**config.mk**
```make
export PLATFORM = sky130hd
export DESIGN_NAME = pipeline_sequencer
export DESIGN_NICKNAME = d
export VERILOG_FILES = /design/src/rtl/pipeline_sequencer.sv
export SDC_FILE = /design/constraint.sdc
export NUM_CORES = 1
export LEC_CHECK = 0
export ABC_AREA = 1
export BUFFER_PORTS_ARGS = -buffer_cell sky130_fd_sc_hd__buf_2
export CELL_PAD_IN_SITES_DETAIL_PLACEMENT = 0
export CELL_PAD_IN_SITES_GLOBAL_PLACEMENT = 1
export CORE_UTILIZATION = 31
export CTS_CLUSTER_DIAMETER = 150
export DETAILED_ROUTE_END_ITERATION = 8
export HOLD_SLACK_MARGIN = 0.12
export PLACE_DENSITY_LB_ADDON = 0.05
export SLEW_MARGIN = 20
export SYNTH_ARGS = -nofsm -noshare
export SYNTH_HDL_FRONTEND = slang
export SYNTH_SLANG_ARGS = --single-unit
```
**constraint.sdc**
```tcl
create_clock -name clk -period 1.6 [get_ports clk]
set_input_delay 0.24 -clock clk [delete_from_list [all_inputs] [get_ports clk]]
set_output_delay 0.24 -clock clk [all_outputs]
set_load 0.005 [all_outputs]
```
**src/rtl/pipeline_sequencer.sv**
```systemverilog
// pipeline_sequencer: one-hot / binary phase sequencer for the core pipeline.
// Walks phases 0..NUM_STATES-1 and wraps to 0. Supports skipping phases, holding on stall,
// flushing back to phase 0, and a global enable that freezes everything.
// The stateIndex output doubles as the externally visible FSM state.
// Optional feature: define PERF_COUNTER_EN to add retired-instruction and stall-cycle counters,
// along with their ports (instRetired, stallCycles, countClear).
module pipeline_sequencer #(
  parameter int NUM_STATES = 7,
  parameter int STATE_W    = 3
`ifdef PERF_COUNTER_EN
  ,
  parameter int CNT_W      = 32
`endif
) (
  input  logic                  clk,
  input  logic                  reset,
  input  logic                  enable,
  input  logic                  stall,
  input  logic                  flush,
  input  logic [NUM_STATES-1:0] skipMask,
  output logic [NUM_STATES-1:0] stateOneHot,
  output logic [STATE_W-1:0]    stateIndex,
  output logic                  retire
`ifdef PERF_COUNTER_EN
  ,
  input  logic                  countClear,
  output logic [CNT_W-1:0]      instRetired,
  output logic [CNT_W-1:0]      stallCycles
`endif
);

  logic [31:0]           curWide;
  logic                  isIllegal;
  logic [STATE_W-1:0]    advIndex;
  logic [STATE_W-1:0]    nextIndex;
  logic [NUM_STATES-1:0] nextOneHot;
  logic                  canAdvance;

  // The index is widened before comparing. With a power-of-two NUM_STATES, a STATE_W-wide
  // constant would truncate to zero and make every state look illegal.
  assign curWide   = 32'(stateIndex);
  assign isIllegal = (curWide >= 32'(NUM_STATES));

  // An advance is possible only when enabled, not flushing, not stalling and in a legal phase.
  assign canAdvance = enable & ~flush & ~stall & ~isIllegal;

  // Find the lowest unskipped phase above the current one. The default of 0 gives the wrap.
  // Bit 0 of skipMask never satisfies j > current, so phase 0 can never be skipped.
  always_comb begin
    advIndex = '0;
    for (int j = NUM_STATES - 1; j >= 0; j--) begin
      if ((32'(j) > curWide) && !skipMask[j]) begin
        advIndex = STATE_W'(j);
      end
    end
  end

  // Next-state selection. Priority: enable, then flush or illegal (go to 0), then stall, then advance.
  always_comb begin
    nextIndex = stateIndex;
    if (enable) begin
      if (flush || isIllegal) begin
        nextIndex = '0;
      end else if (!stall) begin
        nextIndex = advIndex;
      end
    end
    nextOneHot = {{(NUM_STATES-1){1'b0}}, 1'b1} << nextIndex;
  end

  // State register. Index and one-hot are updated together, so they always agree.
  always_ff @(posedge clk or negedge reset) begin
    if (!reset) begin
      stateIndex  <= '0;
      stateOneHot <= {{(NUM_STATES-1){1'b0}}, 1'b1};
    end else begin
      stateIndex  <= nextIndex;
      stateOneHot <= nextOneHot;
    end
  end

  // Retire pulse: this cycle wraps into phase 0 through a normal advance. It is held low in reset.
  always_comb begin
    retire = reset & canAdvance & (advIndex == '0);
  end

`ifdef PERF_COUNTER_EN
  logic stallEvent;
  assign stallEvent = enable & stall & ~flush;

  // Performance counters. countClear takes priority over increment, and both counters wrap.
  always_ff @(posedge clk or negedge reset) begin
    if (!reset) begin
      instRetired <= '0;
      stallCycles <= '0;
    end else if (countClear) begin
      instRetired <= '0;
      stallCycles <= '0;
    end else begin
      if (retire)     instRetired <= instRetired + CNT_W'(1);
      if (stallEvent) stallCycles <= stallCycles + CNT_W'(1);
    end
  end
`endif

endmodule

```
==> results.json <==
{
  "postSynthCellCount": 76,
  "slew_headroom_pct": 80.8,
  "dr.pass1.iters": 2,
  "critPathLaunchType": "flop",
  "drt_wl_total_um": 1190,
  "grt_pass1_wl_um": 1970,
  "ys_types": 14,
  "critPathArrivalTime_ns": 1.47,
  "overflow": 0,
  "fmax_mhz": 584,
  "grt_max_degree": 12,
  "setup_slack_ns": -0.111,
  "slew_viol_final": 0,
  "ant_nets": 0,
  "row_count": 15,
  "setup_viol": 1,
  "clock_latency_ns": 0.26,
  "outcome": "complete, but fails checks",
  "syn_area_um2": 573,
  "cts_buffer_depth": 2,
  "synth-seq-area-share_pct": 43.9,
  "htreeDepth": 1,
  "tightestPinTransition_ns": 0.287,
  "drc": 0,
  "place.port_buffers": 21,
  "n_antenna_cell": 0,
  "period_needed_ns": 1.71,
  "syn_avg_cell_area_um2": 7.54,
  "fin_area_um2": 783,
  "fin_nets": 116,
  "leakagePower_nw": 0.447,
  "grt_pass1_vias": 488,
  "crit_fanout": 8,
  "vias": 539,
  "cts.sinks": 10,
  "ys_warn_count": 0,
  "drt-initial-drc-count": 4,
  "die_w_um": 45.0,
  "cts_tree": "built",
  "cp-end-kind": "primary output",
  "area_growth_pct": 36.7,
  "synth_nets": 88,
  "finalHoldViolCount": 0,
  "antenna_found_initial": 0,
  "root_buffer": "clkbuf_4",
  "place_congestion": 0.747,
  "io_pins": 23,
  "drv_cap": 0,
  "layout_commonest_cell": "buf_2",
  "initial_core_util_pct": 33.2,
  "vdd_drop_max_mv": 0.584,
  "ys_ff_latch": 10,
  "coreArea_um2": 1730,
  "violations": "negative setup slack",
  "hpwl_um": 911,
  "skew_ns": 0.000735,
  "placed_area_um2": 709,
  "rsz0062_at_grt": "true",
  "wl_per_cell_um": 9.32,
  "cts_buffers": 3,
  "numPlacedInstances": 122,
  "path_clk_slew_ns": 0.06,
  "fin_cells": 128,
  "fp.dieH_um": 45.0,
  "path_class": "flop to primary output",
  "viasPerCell": 4.21,
  "pwr_density_cell_nw_per_um2": 943,
  "drive_above_1_share_pct": 52.4,
  "finalCritPeriodShare_pct": 107,
  "final.fill_count": 207,
  "cp.required_ns": 1.36,
  "mostFrequentLayoutCells": "buf_2 (21), nor2_1 (15), nand2_1 (12)",
  "hold_path.class": "input port to flop",
  "dieArea_um2": 2020,
  "grtUsageTotal_pct": 13.7
}
## sequential cells by signal, indices dropped and copies added, names as in the netlist
| signal | flops |
|---|---|
| stateIndex | 3 |
| stateOneHot | 7 |
## cells by family after synthesis
family                 Yosys count  share of synthesized area, %
AO/OA/AOI/OAI                    5                          5.68
buffers and inverters           12                          8.08
flip-flops                      10                          43.9
AND/OR/NAND/NOR                 49                          42.4
## report_power, final
part	leakage, nW	total, mW	internal, mW	switching (mW)
clock	0.0210	0.221	0.138	0.0825
combinational	0.298	0.205	0.0867	0.118
sequential	0.128	0.314	0.286	0.0278
total	0.447	0.739	0.511	0.228
## what timing repair did
| action | in CTS | in global routing |
|---|---|---|
| setup buffers | 1 | 0 |
| gates resized for setup | 6 | 3 |
| cloned | 0 | 0 |
| setup endpoints to repair | 1 | 1 |
| endpoints found under the hold margin | 10 | 0 |
| hold buffers | 1 | 0 |
## final cells by class
class / count / area (um^2) / share of cell area (%)
clock buffers: 4 / 36.3 / 4.63
inverters: 12 / 46.3 / 5.91
multi-input cells: 54 / 292 / 37.2
flip-flops and latches: 10 / 255 / 32.6
well taps: 25 / 31.3 / 3.99
repair buffers: 23 / 123 / 15.7
## metrics by stage
step	setup slack, ns	utilization (%)	TNS (ns)	power (mW)	hold slack (ns)
2_1_floorplan	0.291	-	0	0.432	-0.0556
3_3_place_gp	0.0425	41.1	0	0.499	0.116
3_5_place_dp	0.0729	41.1	0	0.500	0.115
4_1_cts	-0.120	45.1	-0.120	0.746	0.338
5_1_grt	-0.255	45.4	-0.255	0.792	0.354
6_report	-0.111	45.4	-0.111	0.739	0.352
## critical path, stage by stage, from the launching register on
cell and delay, ns:
dfrtp_2 0.49, nand2_1 0.11, nand3_1 0.10, nand2_1 0.09, nand2_2 0.07, a21oi_2 0.12, nand2_1 0.05, nor2_1 0.07
buf_2 0.12
## routing by layer
layer	up-vias	track usage [%]	share of wire, %
li1	289	-	-
met1	232	17.0	51
met2	18	22.3	43
met3	0	6.00	5.5
met4	0	1.82	0
met5	-	0	0
## final timing paths
kind | from | to | slack [ns] | cells after the start
worst max-delay path | stateIndex[2] | retire | -0.11 | 8
worst min-delay path | enable | stateIndex[1] | 0.35 | 4
worst max register to register | stateIndex[2] | stateOneHot[1] | 0.19 | 8
worst min register to register | stateIndex[0] | stateOneHot[0] | 0.66 | 3
max in group asynchronous | reset | stateOneHot[0] | 0.98 | 2
min in group asynchronous | reset | stateOneHot[4] | 0.37 | 2
## synth_stat cells, drive strengths merged
cell	n	area share, %
nor2	16	10
dfrtp	9	39
inv	11	7.2
nand3	7	8.7
o21ai	2	3.1
clkinv	1	0.87
nand4	1	1.1
nand2	25	22
a21oi	3	2.6
dfstp	1	4.6
No activity file was read; power rests on OpenSTA's default activity.
